[src/rtl/decoder_select_sequencer.sv]
// Steps a 2-bit decoder select through P0..P3, free-running at DIV or one position per handshake.
// Optional SEQ_MASK_EN adds Mask[3:0] to skip marked positions.
module decoder_select_sequencer #(
   parameter int DIV   = 4,
   parameter int DIV_W = 8
) (
   input  logic       Clk,
   input  logic       Rst_n,
   input  logic       Run,
   input  logic       Dir,
   input  logic       Clear,
   input  logic       StepReq,
`ifdef SEQ_MASK_EN
   input  logic [3:0] Mask,
`endif
   output logic       StepAck,
   output logic       Sel1,
   output logic       Sel0,
   output logic       Tick,
   output logic       Wrap
);

   typedef enum logic [1:0] {P0 = 2'd0, P1 = 2'd1, P2 = 2'd2, P3 = 2'd3} pos_t;

   localparam logic [DIV_W-1:0] LP_TC = DIV_W'(DIV - 1);

   pos_t             r_pos;
   logic [DIV_W-1:0] r_presc;
   logic             r_tick, r_wrap, r_ack;
   // Set by reset: a request still high from before reset must drop before it counts.
   logic             r_blk;

   pos_t w_nxt;
   logic w_nxt_wrap, w_can_move, w_fr_adv, w_st_adv;

`ifdef SEQ_MASK_EN
   always_comb begin
      logic [2:0] v_t;
      v_t        = '0;
      w_nxt      = r_pos;
      w_nxt_wrap = 1'b0;
      w_can_move = 1'b0;
      // Scan farthest-first so the nearest unmasked candidate wins.
      for (int k = 4; k >= 1; k--) begin
         v_t = Dir ? ({1'b0, r_pos} - 3'(k)) : ({1'b0, r_pos} + 3'(k));
         if (!Mask[v_t[1:0]]) begin
            w_can_move = 1'b1;
            w_nxt      = pos_t'(v_t[1:0]);
            w_nxt_wrap = v_t[2];
         end
      end
   end
`else
   always_comb begin
      w_can_move = 1'b1;
      w_nxt      = Dir ? pos_t'(r_pos - 2'd1) : pos_t'(r_pos + 2'd1);
      w_nxt_wrap = Dir ? (r_pos == P0) : (r_pos == P3);
   end
`endif

   assign w_fr_adv = Run && (r_presc == LP_TC);
   assign w_st_adv = !Run && StepReq && !r_ack && !r_blk;

   always_ff @(posedge Clk or negedge Rst_n) begin
      if (!Rst_n) begin
         r_pos   <= P0;
         r_presc <= '0;
         r_tick  <= 1'b0;
         r_wrap  <= 1'b0;
         r_ack   <= 1'b0;
         r_blk   <= 1'b1;
      end else begin
         r_tick <= 1'b0;
         r_wrap <= 1'b0;
         if (!StepReq) begin
            r_ack <= 1'b0;
            r_blk <= 1'b0;
         end
         if (Clear) begin
            r_pos   <= P0;
            r_presc <= '0;
         end else begin
            if (Run)
               r_presc <= (r_presc == LP_TC) ? '0 : r_presc + 1'b1;
            if (w_fr_adv || w_st_adv) begin
               if (w_can_move)
                  r_pos <= w_nxt;
               r_tick <= w_can_move;
               r_wrap <= w_can_move && w_nxt_wrap;
            end
            if (w_st_adv)
               r_ack <= 1'b1;
         end
      end
   end

   assign Sel1    = r_pos[1];
   assign Sel0    = r_pos[0];
   assign Tick    = r_tick;
   assign Wrap    = r_wrap;
   assign StepAck = r_ack;

endmodule

[config.mk]
export PLATFORM = sky130hd
export DESIGN_NAME = decoder_select_sequencer
export DESIGN_NICKNAME = d
export VERILOG_FILES = /design/src/rtl/decoder_select_sequencer.sv
export SDC_FILE = /design/constraint.sdc
export NUM_CORES = 1
export LEC_CHECK = 0
export BUFFER_PORTS_ARGS = -buffer_cell sky130_fd_sc_hd__buf_2
export CAP_MARGIN = 5
export CORE_ASPECT_RATIO = 0.9
export CORE_MARGIN = 2
export CORE_UTILIZATION = 45
export DETAILED_ROUTE_END_ITERATION = 7
export PLACE_DENSITY = 0.66
export REMOVE_ABC_BUFFERS = 1
export SLEW_MARGIN = 20
export SYNTH_ARGS = -nofsm -noshare
export SYNTH_HDL_FRONTEND = slang
export SYNTH_SLANG_ARGS = --single-unit
[constraint.sdc]
create_clock -name Clk -period 2 [get_ports Clk]
set_input_delay 0.2 -clock Clk [delete_from_list [all_inputs] [get_ports Clk]]
set_output_delay 0.2 -clock Clk [all_outputs]
set_load 0.02 [all_outputs]
# == After elaboration in Yosys (flattened, before gate mapping) ==
# Cells that the tools add are included.
# totals
regBits,14
in_bits,6
output_inout_bits,5
elab_cells,36
# classes
addsub,3
eq_ne,2
muxes,14
n_reduce_logical,11
# ops
op,count
2-to-1 mux 8 bit,3
"adder 8 x 1 -> 8 bit, second input constant",1
"equality test 8 x 2 -> 1 bit, second input constant",1
2-to-1 mux 1 bit,8
2-to-1 mux 2 bit,3
logical AND 1 bit,4
nonzero test 2 bit,2
zero test 1 bit,3
"adder 2 x 1 -> 2 bit, second input constant",1
"equality test 2 bit, second input constant",1
zero test 2 bit,1
"subtractor 2 x 1 -> 2 bit, second input constant",1
logical OR 1 bit,1

# == Longest topological paths before layout ==
# depth
ltp_word,7
ltp_mapped,5
mapped_depth_nobuf,5

# == Least setup slack after synthesis ==
# OpenSTA, ideal clock, no wires.
# synth_timing
path_type,flip-flop to flip-flop
start,register r_presc[0]
end,register r_pos[1]
arrival_ns,1.425
required_ns,1.922
path_slack_ns,0.497
path_stages_with_launch,6
period_less_slack_ns,1.503
cell_sequence,dfrtp_1 ha_1 nor4b_4 a21oi_2 or3_1 a21oi_1
# synth_via
elab_chain_cells,4
# synth_lines
element,line_no,source
start: declaration,28,logic [DIV_W-1:0] r_presc;
start signal: assignment,84,r_presc <= (r_presc == LP_TC) ? '0 : r_presc + 1'b1;
equality test 8 x 2 -> 1 bit,61,assign w_fr_adv = Run && (r_presc == LP_TC);
logical AND 1 bit,61,
logical OR 1 bit,85,if (w_fr_adv || w_st_adv) begin
nonzero test 2 bit (no source line),--,
end signal: assignment,87,r_pos <= w_nxt;
end: declaration,27,pos_t r_pos;
# No other way between the ends.
# A chain may end at the register's enable or synchronous reset.

# == Worst setup path in the final report ==
# Same ends and word-level chain as after synthesis.

==> run metrics <==
DR iter-0 viols 6; post-cts repair resize count 0; clock share of power 31.3%; Synth warnings 0; register area 352 um^2; sw frac 25.5%; Hold Path End StepAck; Post-synth EDFFs 0; DR WL/cell 13.2 um; # DRC 0; Synth area leader dfrtp_1; Setup Buffers After CTS 0; pin count of the biggest net entering global routing 15; worst-path fanout max 5; final wirelength 1.22 mm; Critical Path RT 2.20 ns; clk root buf clkbuf_4; Synth Register Bits 14; Worst R2R Setup Slack 0.34 ns; vias in the first global route 474; Hold Path Stages 2; die width 45.6 um; die area 1890 um^2; relative slew slack 79.6%; Cell Rows 13; CTS Sinks 14; Max-cap violations 0; Worst R2R End r_pos[1]; CTS tree done; status finished, final reports clean; Reg-to-Reg Start r_presc[0]; vias per inst 5.40; post-synthesis cell count 64; Final HPWL DP 864 um; buffer depth of the longest clock path 2; ys flop type dfrtp_1; hold path startpoint StepReq; Pint 0.000396 W; Port Buf Inserts 10; Multi-input gate area 335 um^2; Fmax achieved 602 MHz; Worst Hold Class in2reg; P_leak 0.381 nW; total vias in the final route 497; Final Hold Viols 0; Worst VDD drop 456 uV; Ant. Diodes 0; synth unique cells 29; number of antenna violations at the first check in global routing 0; Antenna Nets Post-Route 0; global placement routability congestion 0.820; Final #Nets 85; top cells by area, synth dfrtp_1 (46%), xor2_1 (7.5%), nor4b_4 (6.8%), dfstp_2 (3.7%), nor2_1 (3.7%); area growth from synthesis to layout 13.4%; CP Launch Type flop; most frequent cell after synthesis dfrtp_1; Seq pwr share 56.7%; Slowest cell on crit path dfrtp_1; fin. max-slew vios 0; Cell Area, Synth 702 um^2; Largest stage delay, worst path 0.41 ns; worst-margin pin slew 0.306 ns; Tcrit/Tclk final 83.0%; final setup TNS 0 ns; Synth async-reset ratio 100%; Placed Area 759 um^2; layout cells sized above 1 24.7%; Core Region 1450 um^2; cell area power density 667 nW/um^2; Comb pwr share 12.0%; DR pass1 iterations 2; clock transition time at the flip-flop clock pins of the worst setup and hold paths 0.08 ns; endpoints failing setup 0; htree depth 1; R2R cell count 5; first-pass GRT wire length 2.16 mm; clock latency on the worst-skew pair 0.28 ns; Starting Density 48.5%; Tmin final 1.66 ns; Max Clock Skew 0.00746 ns; Top Ports 11; RSZ-0062 raised after global routing no; CP Class reg2reg; Worst EP arrival 1.86 ns; Seq/Total Area, Yosys 50.1%; die height 41.5 um; fill count 135; crit path capture type flop; critical-path cell list ha_1 -> nor4b_4 -> a21oi_2 -> or3_1 -> a21oi_1; GRT Overall Usage 16.3%; commonest cells in the netlist dfrtp_1 (13), nor2_1 (7), xor2_1 (6); Avg Cell Area, Syn 11.0 um^2; Switch Pwr 0.000135 W; Synth top area share 46.3%; Hold Buf Count CTS 1; Final Instance Area 796 um^2; grt ovf 0; Num CTS Buffers 3
how the worst max path moves through the flow:
stage | from | endpoint | slack (ns) | cells past startpoint
after floorplan | r_presc[0] | r_pos[1] | 0.50 | 5
after global placement | r_presc[0] | r_pos[1] | 0.42 | 5
after detailed placement | r_presc[0] | r_pos[1] | 0.38 | 5
after CTS | r_presc[0] | r_pos[1] | 0.34 | 5
after global routing | r_presc[0] | r_pos[1] | 0.22 | 5
final | r_presc[0] | r_pos[1] | 0.34 | 5
kinds of logic after synthesis:
kind of cell,synth area share [%]
AOI/OAI and AO/OA,10.7
buffers and inverters,2.14
and+or+nand+nor,26.6
xor gates and xnor gates,8.73
DFF,50.1
adders and majority gates,1.78
worst max-delay path, delay by kind of cell, from the launching register on:
kind	cells	cell delay (ns)
flops	1	0.41
simple gates	2	0.64
fa+ha+maj	1	0.26
compound gates	2	0.27
layer usage:
layer | wire length (um) | part of all wire (%) | GRT usage, % | up-vias
li1 | - | - | - | 250
met1 | 611 | 50 | 22.6 | 234
met2 | 521 | 43 | 22.0 | 11
met3 | 65 | 5.3 | 7.83 | 2
met4 | 17 | 1.4 | 5.29 | 0
met5 | 0 | 0 | 0 | -
power groups by stage:
stage	Combinational [W]	Sequential, W	Clock (W)
finish	0.0000639	0.000301	0.000166
detailed placement	0.0000634	0.000307	0
floorplan	0.0000287	0.000313	0
global placement	0.0000625	0.000306	0
CTS	0.0000651	0.000301	0.000176
global route	0.0000734	0.000303	0.000186
flip-flops by register name, summed over array words and instances, names as in the netlist:
signal / flops
Wrap: 1
StepAck: 1
r_presc: 8
r_pos: 2
Tick: 1
r_blk: 1
final cells by class:
cell class / count / area share (%)
Timing Repair Buffer: 11 / 7.55
Clock buffer: 4 / 3.30
Inverter: 1 / 0.472
Multi-Input combinational cell: 47 / 42.1
Tap cell: 15 / 2.36
Sequential cell: 14 / 44.2
stage by stage:
step                      hold slack, ns  instances  util [%]  power, W  setup WS, ns
after floorplan                  -0.0956         62         -  0.000342         0.497
final                              0.157         92      55.0  0.000531         0.340
after CTS                          0.150         92      55.0  0.000542         0.342
after detailed placement           0.115         87      52.5  0.000370         0.376
after global placement             0.109         87      52.5  0.000368         0.421
after global routing               0.155         92      55.0  0.000562         0.221
cells in the final DEF, fill, tap and decap left out:
cell type | netlist | routed
o21ai_0 | 1 | 1
xor2_1 | 6 | 6
nor3_1 | 3 | 3
and2_1 | 1 | 1
nor4b_2 | 1 | 1
dfrtp_1 | 13 | 13
a21o_2 | 1 | 1
nor2_1 | 7 | 7
a21oi_2 | 1 | 1
and3_1 | 1 | 1
buf_2 | 0 | 10
ha_1 | 1 | 1
o211a_1 | 1 | 1
nand3_1 | 1 | 1
nor3b_1 | 1 | 1
a311oi_1 | 1 | 1
a21oi_1 | 4 | 4
nand4_1 | 3 | 3
nor4b_4 | 2 | 2
o21a_1 | 1 | 1
a31oi_1 | 1 | 1
dfstp_2 | 1 | 1
xnor2_1 | 1 | 1
inv_1 | 1 | 1
nor2b_1 | 1 | 1
clkbuf_1 | 1 | 1
clkbuf_4 | 0 | 3
nand3b_1 | 1 | 1
nand2_1 | 5 | 5
or3_1 | 1 | 1
dlygate4sd3_1 | 0 | 1
(Power assumes the default switching activity.)
